--- config.mk ---
export PLATFORM = sky130hd
export DESIGN_NAME = led_bit_serializer
export DESIGN_NICKNAME = d
export VERILOG_FILES = /design/src/rtl/led_ser_pkg.sv /design/src/rtl/period_timer.sv /design/src/rtl/led_bit_serializer.sv
export SDC_FILE = /design/constraint.sdc
export NUM_CORES = 1
export LEC_CHECK = 0
export ABC_AREA = 1
export BUFFER_PORTS_ARGS = -buffer_cell sky130_fd_sc_hd__buf_2
export CAP_MARGIN = 0
export CORE_MARGIN = 1.5
export CORE_UTILIZATION = 57
export DETAILED_ROUTE_END_ITERATION = 6
export GPL_ROUTABILITY_DRIVEN = 0
export MAX_ROUTING_LAYER = met4
export PLACE_DENSITY = 0.81
export SETUP_SLACK_MARGIN = 0.1
export SYNTH_ARGS = -nofsm -noshare
export SYNTH_HDL_FRONTEND = slang
export SYNTH_SLANG_ARGS = --single-unit
--- constraint.sdc ---
create_clock -name clk -period 2.5 [get_ports clk]
set_input_delay 0.5 -clock clk [delete_from_list [all_inputs] [get_ports clk]]
set_output_delay 0.5 -clock clk [all_outputs]
set_load 0.005 [all_outputs]
--- src/rtl/led_ser_pkg.sv ---
// Shared types and helpers for the LED bit serializer: FSM state encoding and
// a clog2 variant that never returns zero, so single-value fields keep one bit.
package led_ser_pkg;

   typedef enum logic [1:0] {
      ST_IDLE,
      ST_SHOW,
      ST_GAP
   } state_e;

   function automatic int clog2_min1(input int n);
      return (n <= 1) ? 1 : $clog2(n);
   endfunction

endpackage

--- src/rtl/period_timer.sv ---
// Loadable down-counter shared by the SHOW and GAP phases. tc marks the final
// cycle of a phase; tc_pre marks the cycle before it, for one-cycle lookahead.
module period_timer #(
   parameter int CW = 1
) (
   input  logic          clk,
   input  logic          rst_n,
   input  logic          load,
   input  logic [CW-1:0] load_val,
   output logic          tc,
   output logic          tc_pre
);

   logic [CW-1:0] cnt_q, cnt_d;

   // NOTE: combinational blocks assign every output a default first, so no path leaves a value held (no latch).
   always_comb begin
      cnt_d = cnt_q;
      if (load) begin
         cnt_d = load_val;
      end else if (cnt_q != '0) begin
         cnt_d = cnt_q - CW'(1);
      end
   end

   assign tc     = (cnt_q == '0);
   assign tc_pre = (cnt_q == CW'(1));

   // NOTE: state registers use non-blocking assignments so every flop samples pre-edge values.
   always_ff @(posedge clk) begin
      if (!rst_n) begin
         cnt_q <= '0;
      end else begin
         cnt_q <= cnt_d;
      end
   end

endmodule

--- src/rtl/led_bit_serializer.sv ---
// Plays a latched WIDTH-bit word out on one LED, one bit per INTERVAL cycles
// with an optional GAP-cycle low blank after each bit; supports loop and abort.
module led_bit_serializer
   import led_ser_pkg::*;
#(
   parameter  int WIDTH    = 64,
   parameter  int INTERVAL = 1250,
   parameter  int GAP      = 0,
   localparam int IW       = clog2_min1(WIDTH)
) (
   input  logic             clk,
   input  logic             rst_n,
   input  logic             start,
   input  logic             abort,
   input  logic             msb_first,
   input  logic             loop_en,
   input  logic [WIDTH-1:0] data,
   output logic             led,
   output logic             busy,
   output logic             done,
   output logic             bit_strobe,
   output logic [IW-1:0]    bit_idx
);

   localparam int            CW         = clog2_min1((INTERVAL > GAP) ? INTERVAL : GAP);
   localparam logic [CW-1:0] SHOW_LOAD  = CW'(INTERVAL - 1);
   localparam logic [CW-1:0] GAP_LOAD   = CW'((GAP > 0) ? GAP - 1 : 0);
   localparam logic [IW-1:0] TOP_IDX    = IW'(WIDTH - 1);
   localparam state_e        LAST_PHASE = (GAP > 0) ? ST_GAP : ST_SHOW;

   state_e           state_q, state_d;
   logic [WIDTH-1:0] word_q, word_d;
   logic             msb_q, msb_d;
   logic [IW-1:0]    idx_q, idx_d;
   logic             led_q, led_d;
   logic             busy_q, busy_d;
   logic             done_q, done_d;
   logic             strobe_q, strobe_d;

   logic          load;
   logic [CW-1:0] load_val;
   logic          tc, tc_pre;
   logic          advance, nxt_tc, frame_end;
   logic [IW-1:0] first_idx, last_idx, last_idx_d;

   period_timer #(.CW(CW)) u_timer (
      .clk      (clk),
      .rst_n    (rst_n),
      .load     (load),
      .load_val (load_val),
      .tc       (tc),
      .tc_pre   (tc_pre)
   );

   always_comb begin
      state_d    = state_q;
      word_d     = word_q;
      msb_d      = msb_q;
      idx_d      = idx_q;
      load       = 1'b0;
      load_val   = SHOW_LOAD;
      advance    = 1'b0;
      done_d     = 1'b0;
      first_idx  = msb_q ? TOP_IDX : '0;
      last_idx   = msb_q ? '0 : TOP_IDX;

      case (state_q)
         ST_IDLE: begin
            if (start && !abort) begin
               word_d  = data;
               msb_d   = msb_first;
               idx_d   = msb_first ? TOP_IDX : '0;
               state_d = ST_SHOW;
               load    = 1'b1;
            end
         end
         ST_SHOW: begin
            if (tc) begin
               if (GAP > 0) begin
                  state_d  = ST_GAP;
                  load     = 1'b1;
                  load_val = GAP_LOAD;
               end else begin
                  advance = 1'b1;
               end
            end
         end
         ST_GAP: begin
            if (tc) advance = 1'b1;
         end
         default: state_d = ST_IDLE;
      endcase

      // Past the last bit the index wraps to the first one, ready for loop mode.
      if (advance) begin
         if (idx_q == last_idx) idx_d = first_idx;
         else                   idx_d = msb_q ? idx_q - IW'(1) : idx_q + IW'(1);
         state_d  = ST_SHOW;
         load     = 1'b1;
         load_val = SHOW_LOAD;
      end

      // The final cycle of a non-looping frame is the done cycle, shown from IDLE.
      last_idx_d = msb_d ? '0 : TOP_IDX;
      nxt_tc     = load ? (load_val == '0) : tc_pre;
      frame_end  = (state_d == LAST_PHASE) && (idx_d == last_idx_d) && nxt_tc;

      if (abort && state_q != ST_IDLE) begin
         state_d = ST_IDLE;
      end else if (frame_end && !loop_en) begin
         state_d = ST_IDLE;
         done_d  = 1'b1;
      end

      led_d    = (state_d == ST_SHOW) ? word_d[idx_d] : 1'b0;
      busy_d   = (state_d != ST_IDLE);
      strobe_d = (state_d == ST_SHOW) && load;
   end

   always_ff @(posedge clk) begin
      if (!rst_n) begin
         state_q  <= ST_IDLE;
         word_q   <= '0;
         msb_q    <= 1'b0;
         idx_q    <= '0;
         led_q    <= 1'b0;
         busy_q   <= 1'b0;
         done_q   <= 1'b0;
         strobe_q <= 1'b0;
      end else begin
         state_q  <= state_d;
         word_q   <= word_d;
         msb_q    <= msb_d;
         idx_q    <= idx_d;
         led_q    <= led_d;
         busy_q   <= busy_d;
         done_q   <= done_d;
         strobe_q <= strobe_d;
      end
   end

   assign led        = led_q;
   assign busy       = busy_q;
   assign done       = done_q;
   assign bit_strobe = strobe_q;
   assign bit_idx    = idx_q;

endmodule
==> results.toml, run 1 <==
[hold_path]
hold_path.class = "in -> reg"

[route]
drc = 0
vias = 4827
drtIter0Drc = 366
avgRoutedWirePerCell_um = 13.7
viasPerCell = 5.41
ant_nets = 0
wl_mm = 12.2
first_pass_iters = 5

[floorplanning]
core_um2 = 8130
core.rowCount = 33
dieArea_um2 = 8850
chipWidth_um = 94.1
pin_count = 80
die_height_um = 94.1
initial_core_util_pct = 58.1

[clock_tree]
cts_buffer_depth = 2
clk_pin_slew_ps = 80
cts_tree = "done"
numCtsBuffers = 9
cts_sinks = 88
htreeDepth = 3
cts-root-buf = "clkbuf_8"
clk_latency_ps = 350
cts_hold_buf = 0

[final_layout]
final_cell_area_um2 = 5660
fillers = 667
area_delta_synth_final_pct = 19.8
final_cell_mix = "nand2_1, dfxtp_1, buf_2"
final_layout_size_suffix_gt1_share_pct = 23.9
multi_input_area_um2 = 2670
nNetsFinal = 863
regArea_um2 = 1770
diodes = 0
final_common_cell = "nand2_1"
fin_cells = 893

[logic_synthesis]
ys_seq_area_share_pct = 37.3
ys_types = 37
synth.largest_area_cell = "dfxtp_1"
syn_area_per_cell_um2 = 6.74
synth_edf_count = 0
async_flop_share_pct = 0
synth_cells = 701
synthTopCellsByArea = "dfxtp_1, nand2_1, nand3_1"
synth_warnings = 0
ys_ff_latch = 88
synth_top_area_share_pct = 37.3
synth_nets = 781
syn_area_um2 = 4730
synth_ff_type = "dfxtp_1"

[pwr]
peakVddDrop_v = 0.000550
total_power_mw = 4.57
powerDensity_nw_per_um2 = 807
p_leak_nw = 2.81

[worst_setup_path]
critical_path_arrival_ps = 2670
crit_path_end_kind = "register"
startpoint_type = "register"
cp.required_ps = 2790
worstSetupPathType = "reg -> reg"
worstPathMaxFanout = 16

[timing]
finalClockSkew_ps = 4.58
tightestPinTransition_ps = 780
final-setup-viol-count = 0
final_max_slew_viol_count = 0
rsz0062_at_grt = "no"
finalSetupTns_ps = 0
finalCritPeriodShare_pct = 95.1
finalHoldViolCount = 0
fin_crit_ps = 2380
slew-limit-headroom_pct = 48.0
fmax_mhz = 420

[global_routing]
grt_use_total_pct = 28.9
antenna_found_initial = 0
grt_max_degree = 76
grt-ovfl-total = 0
grt_first_pass_wirelength_mm = 19.7
grt_pass1_vias = 4556

[place]
io_buffers = 79
dpl-instance-area_um2 = 5260
dp.cells = 873
hpwl_mm = 8.58

[status]
status = "completed"

[run]
maxCapViolCount = 0
-- path summary, 6_finish.rpt --
| kind | start | endpoint | slack (ps) | cells past startpoint |
|---|---|---|---|---|
| hold / removal | data[11] | word_q[11] | 410 | 3 |
| setup reg to reg | state_q[0] | led | 120 | 14 |
| hold reg to reg | word_q[33] | word_q[33] | 480 | 2 |
| setup / recovery | state_q[0] | led | 120 | 14 |
-- cells by family after synthesis --
logic type | after synthesis | synth area share (%)
AO/OA/AOI/OAI | 85 | 9.98
XOR/XNOR | 4 | 0.741
adder cells (fa/ha/maj) | 10 | 2.81
buffers and inverters | 91 | 8.42
flip-flops | 88 | 37.3
multiplexers | 8 | 1.69
AND/OR/NAND/NOR | 415 | 39.1
-- power by group --
group,leakage [nW],internal (mW),total (mW),switching (mW)
clock network,0.124,0.692,1.19,0.501
logic,1.97,0.657,1.69,1.03
registers,0.724,1.57,1.69,0.119
total,2.81,2.92,4.57,1.65
-- worst max-delay path, cell delays in order, from the launching register on --
cell and delay (ps):
dfxtp_1 320, inv_1 80, ha_2 230, nand2_2 150
inv_2 100, buf_4 200, o21ai_0 190, nor2_1 80
a21oi_1 310, nor2_1 90, nand2_1 100, nand2_1 70
nand2_1 100, nand3_1 160, a21oi_2 140
-- state kept, by name (all words and copies together) (netlist names) --
register / count
word_q: 64
u_timer.cnt_q: 11
bit_idx: 6
state_q: 2
bit_strobe: 1
busy: 1
done: 1
led: 1
msb_q: 1
-- final cells by class --
class                      instances  share of cell area [%]
timing repair buffer             100                    10.6
multi-input combinational        522                    47.2
clock inverter                     5                    1.83
sequential                        88                    31.3
clock buffer                      11                    2.50
tap                              105                    2.32
inverter                          62                    4.31
-- cell usage after synthesis (5+ instances only) --
master      n
nor2_2      5
mux2i_1     8
buf_2      11
nand2_2     7
o21a_1     15
or2_2      27
ha_1        9
a21oi_1    37
nor2_1     66
o21ai_0    27
clkbuf_1    9
dfxtp_1    88
nand3_1    77
inv_1      56
nand2_1   215
-- stage by stage --
| step | hold WS (ps) | util, % | worst slack [ps] |
|---|---|---|---|
| floorplan | 451 | - | 382 |
| global placement | 459 | 64.6 | 77.6 |
| detailed placement | 464 | 64.6 | 19.3 |
| CTS | 407 | 68.0 | 132 |
| global route | 418 | 69.6 | 26.1 |
| finish | 414 | 69.6 | 122 |
-- metal layers --
metal	vias to the layer above	global-route usage, %	share of wire (%)	wire [um]
met5	-	-	0	0
met4	0	15.0	3.8	464
met3	45	4.53	6.5	796
met2	195	46.0	48	5840
met1	2192	35.4	42	5130
li1	2395	-	-	-
-- what timing repair did --
item | 4_1_cts | 5_1_grt
endpoints found under the hold margin | 0 | 0
cloned | 0 | 0
pin swaps | 0 | 4
resized for setup | 6 | 28
setup buffers | 0 | 4
endpoints found under the setup margin | 2 | 4
Note: power is estimated with default switching activity, not from simulation.
==> inputs of run 2 (changes only) <==
- ABC_AREA: 1 -> unset
- CORE_UTILIZATION: 57 -> 58
==> run 2 against run 1 <==
The flow now finishes with violations (design-rule violations, negative setup slack). Worst setup slack worse by 540 ps. Maximum frequency is 18% lower. First-iteration DRC count is 63% higher. Sequential power hardly changed. Synthesized area is 15% higher. Total power is 12% higher. Routed wire length is 44% higher. Largest power group is now combinational logic. Highest routed layer unchanged.
==> results.toml, run 2 <==
[floorplanning]
chipWidth_um = 100
dieArea_um2 = 9990
core_um2 = 9200
core.rowCount = 35
initial_core_util_pct = 59.3
pin_count = 80
die_height_um = 100

[run]
maxCapViolCount = 0

[route]
drtIter0Drc = 595
first_pass_iters = 7
viasPerCell = 6.27
avgRoutedWirePerCell_um = 18.4
drc = 2
vias = 5979
wl_mm = 17.5
ant_nets = 0

[timing]
rsz0062_at_grt = "yes"
fin_crit_ps = 2920
finalClockSkew_ps = 9.65
final_max_slew_viol_count = 0
setup_slack_ps = -417
final-setup-viol-count = 5
tightestPinTransition_ps = 681
slew-limit-headroom_pct = 54.6
finalCritPeriodShare_pct = 117
finalSetupTns_ps = -1050
fmax_mhz = 343
finalHoldViolCount = 0

[worst_setup_path]
worstSetupPathType = "reg -> reg"
crit_path_end_kind = "register"
cp.required_ps = 2820
worstPathMaxFanout = 16
critical_path_arrival_ps = 3240
startpoint_type = "register"

[pwr]
swShare_pct = 37.7
p_seq_share_pct = 32.5
powerDensity_nw_per_um2 = 721
intPower_mw = 3.20
p_switching_mw = 1.94
power_frac_comb_pct = 46.3
total_power_mw = 5.14
clkPwrFrac_pct = 21.2
peakVddDrop_v = 0.000593
p_leak_nw = 3.03

[logic_synthesis]
synth_nets = 758
synthXorXnorAreaFrac_pct = 2.27
synth_top_area_share_pct = 32.3
syn_area_um2 = 5450
ys_seq_area_share_pct = 32.3
synth_top_family_by_area = "simple AND/OR/NAND/NOR gates"
synth_warnings = 0
ys_types = 76
synth.largest_area_cell = "dfxtp_1"
syn_area_per_cell_um2 = 8.04
synthTopCellsByArea = "dfxtp_1, nand2_1, a21boi_0"
yosys.area_share.simple_pct = 24.8
synth_edf_count = 0
synthMuxAreaShare_pct = 9.43
synth_top_cells_by_count = "nand2_1, dfxtp_1, a21boi_0"
yosys.area_share.adder_pct = 2.43
synth_ff_type = "dfxtp_1"
ys_ff_latch = 88
synth_cells = 678
async_flop_share_pct = 0
synth.most_common_cell = "nand2_1"
synth-compound-area-share_pct = 23.8

[clock_tree]
cts_buffer_depth = 2
cts_hold_buf = 0
htreeDepth = 3
numCtsBuffers = 9
clk_pin_slew_ps = 100
cts-root-buf = "clkbuf_8"
cts_tree = "done"
clk_latency_ps = 370
cts_sinks = 88

[place]
dp.cells = 923
dp_slack_ps = -453
io_buffers = 79
hpwl_mm = 11.9

[final_layout]
nNetsFinal = 918
largest_reg_flops = 64
final_common_cell = "nand2_1"
regMostFlops = "word_q"
diodes = 0
fin_cells = 954
area_delta_synth_final_pct = 30.6
final_layout_size_suffix_gt1_share_pct = 32.0
fillers = 621
final_cell_mix = "nand2_1, buf_4, dfxtp_1"

[global_routing]
grt_pass1_vias = 5788
antenna_found_initial = 0
grt_use_total_pct = 35.9
grt_max_degree = 79
grt-ovfl-total = 0
grt_first_pass_wirelength_mm = 27.6

[status]
violations = "design-rule violations, negative setup slack"
status = "finished with violations"

[hold_path]
hold_path.class = "in -> reg"
-- run 2: cell types whose count changed in the layout (fill, tap and decap cells not counted), moves of 31 or more --
cell,previous run,this run
inv_1,51,5
mux2i_1,8,39
nand3_1,76,11
buf_4,15,106
nor2_1,65,32
nand2_1,212,153
a21boi_0,0,65
-- run 2: cells by family (layout without fill, tap and decap cells) --
family,count (synthesis),in the layout
and+or+nand+nor,288,289
DFF,88,88
AOI/OAI and AO/OA,175,175
muxes,47,47
xor gates and xnor gates,12,12
buffers and inverters,58,222
adders and majority gates,10,10
-- run 2: power by group through the flow --
stage	logic (mW)	clock network, mW	registers (mW)
2_1_floorplan	1.26	0	1.70
3_3_place_gp	2.04	0	1.68
3_5_place_dp	2.12	0	1.69
4_1_cts	2.26	1.09	1.66
5_1_grt	2.54	1.15	1.68
6_report	2.38	1.09	1.67
-- run 2: final cells by class --
cell class                 count  area, um2  share of cell area, %
timing repair buffer         197       1390                   19.5
sequential                    88       1770                   24.9
tap                          111        139                   1.95
inverter                       9       33.8                  0.474
multi-input combinational    533       3580                   50.3
clock inverter                 6       76.3                   1.07
clock buffer                  10        138                   1.93
-- run 2: metal layers --
metal	up-vias	GRT usage (%)	wire, um
met3	85	4.46	1440
li1	2741	-	-
met1	2812	44.3	6960
met5	-	-	0
met4	0	16.4	717
met2	341	58.9	8420
-- run 2: repair_timing --
action / 4_1_cts / 5_1_grt
pin swaps: 20 / 11
buffers inserted: 11 / 2
resized for setup: 28 / 13
cloned: 2 / 0
endpoints found under the setup margin: 6 / 7
-- run 2: worst paths after layout --
check                   from  cells past startpoint         end  slack (ps)
setup / recovery  state_q[1]                     13         led        -420
setup reg to reg  state_q[1]                     13         led        -420
hold reg to reg   word_q[42]                      2  word_q[42]         470
hold / removal      data[48]                      3  word_q[48]         380
-- run 2: through the flow --
step           utilization, %  instance area, um2  hold slack (ps)
2_1_floorplan               -                5480              440
3_5_place_dp             71.8                6600              457
5_1_grt                  77.5                7120              379
4_1_cts                  76.6                7050              376
3_3_place_gp             71.8                6600              448
6_report                 77.5                7120              380
-- run 2: worst max-delay path, cell delays in order (launching register included) --
cell and delay (ps):
dfxtp_2 350, inv_2 50, ha_4 260, and4bb_4 270, and3_4 210, buf_6 120
buf_6 160, nand2_1 90, a31o_1 220, a2111oi_2 370, a211o_1 180, o221ai_1 170
o211ai_2 250, o311a_1 180
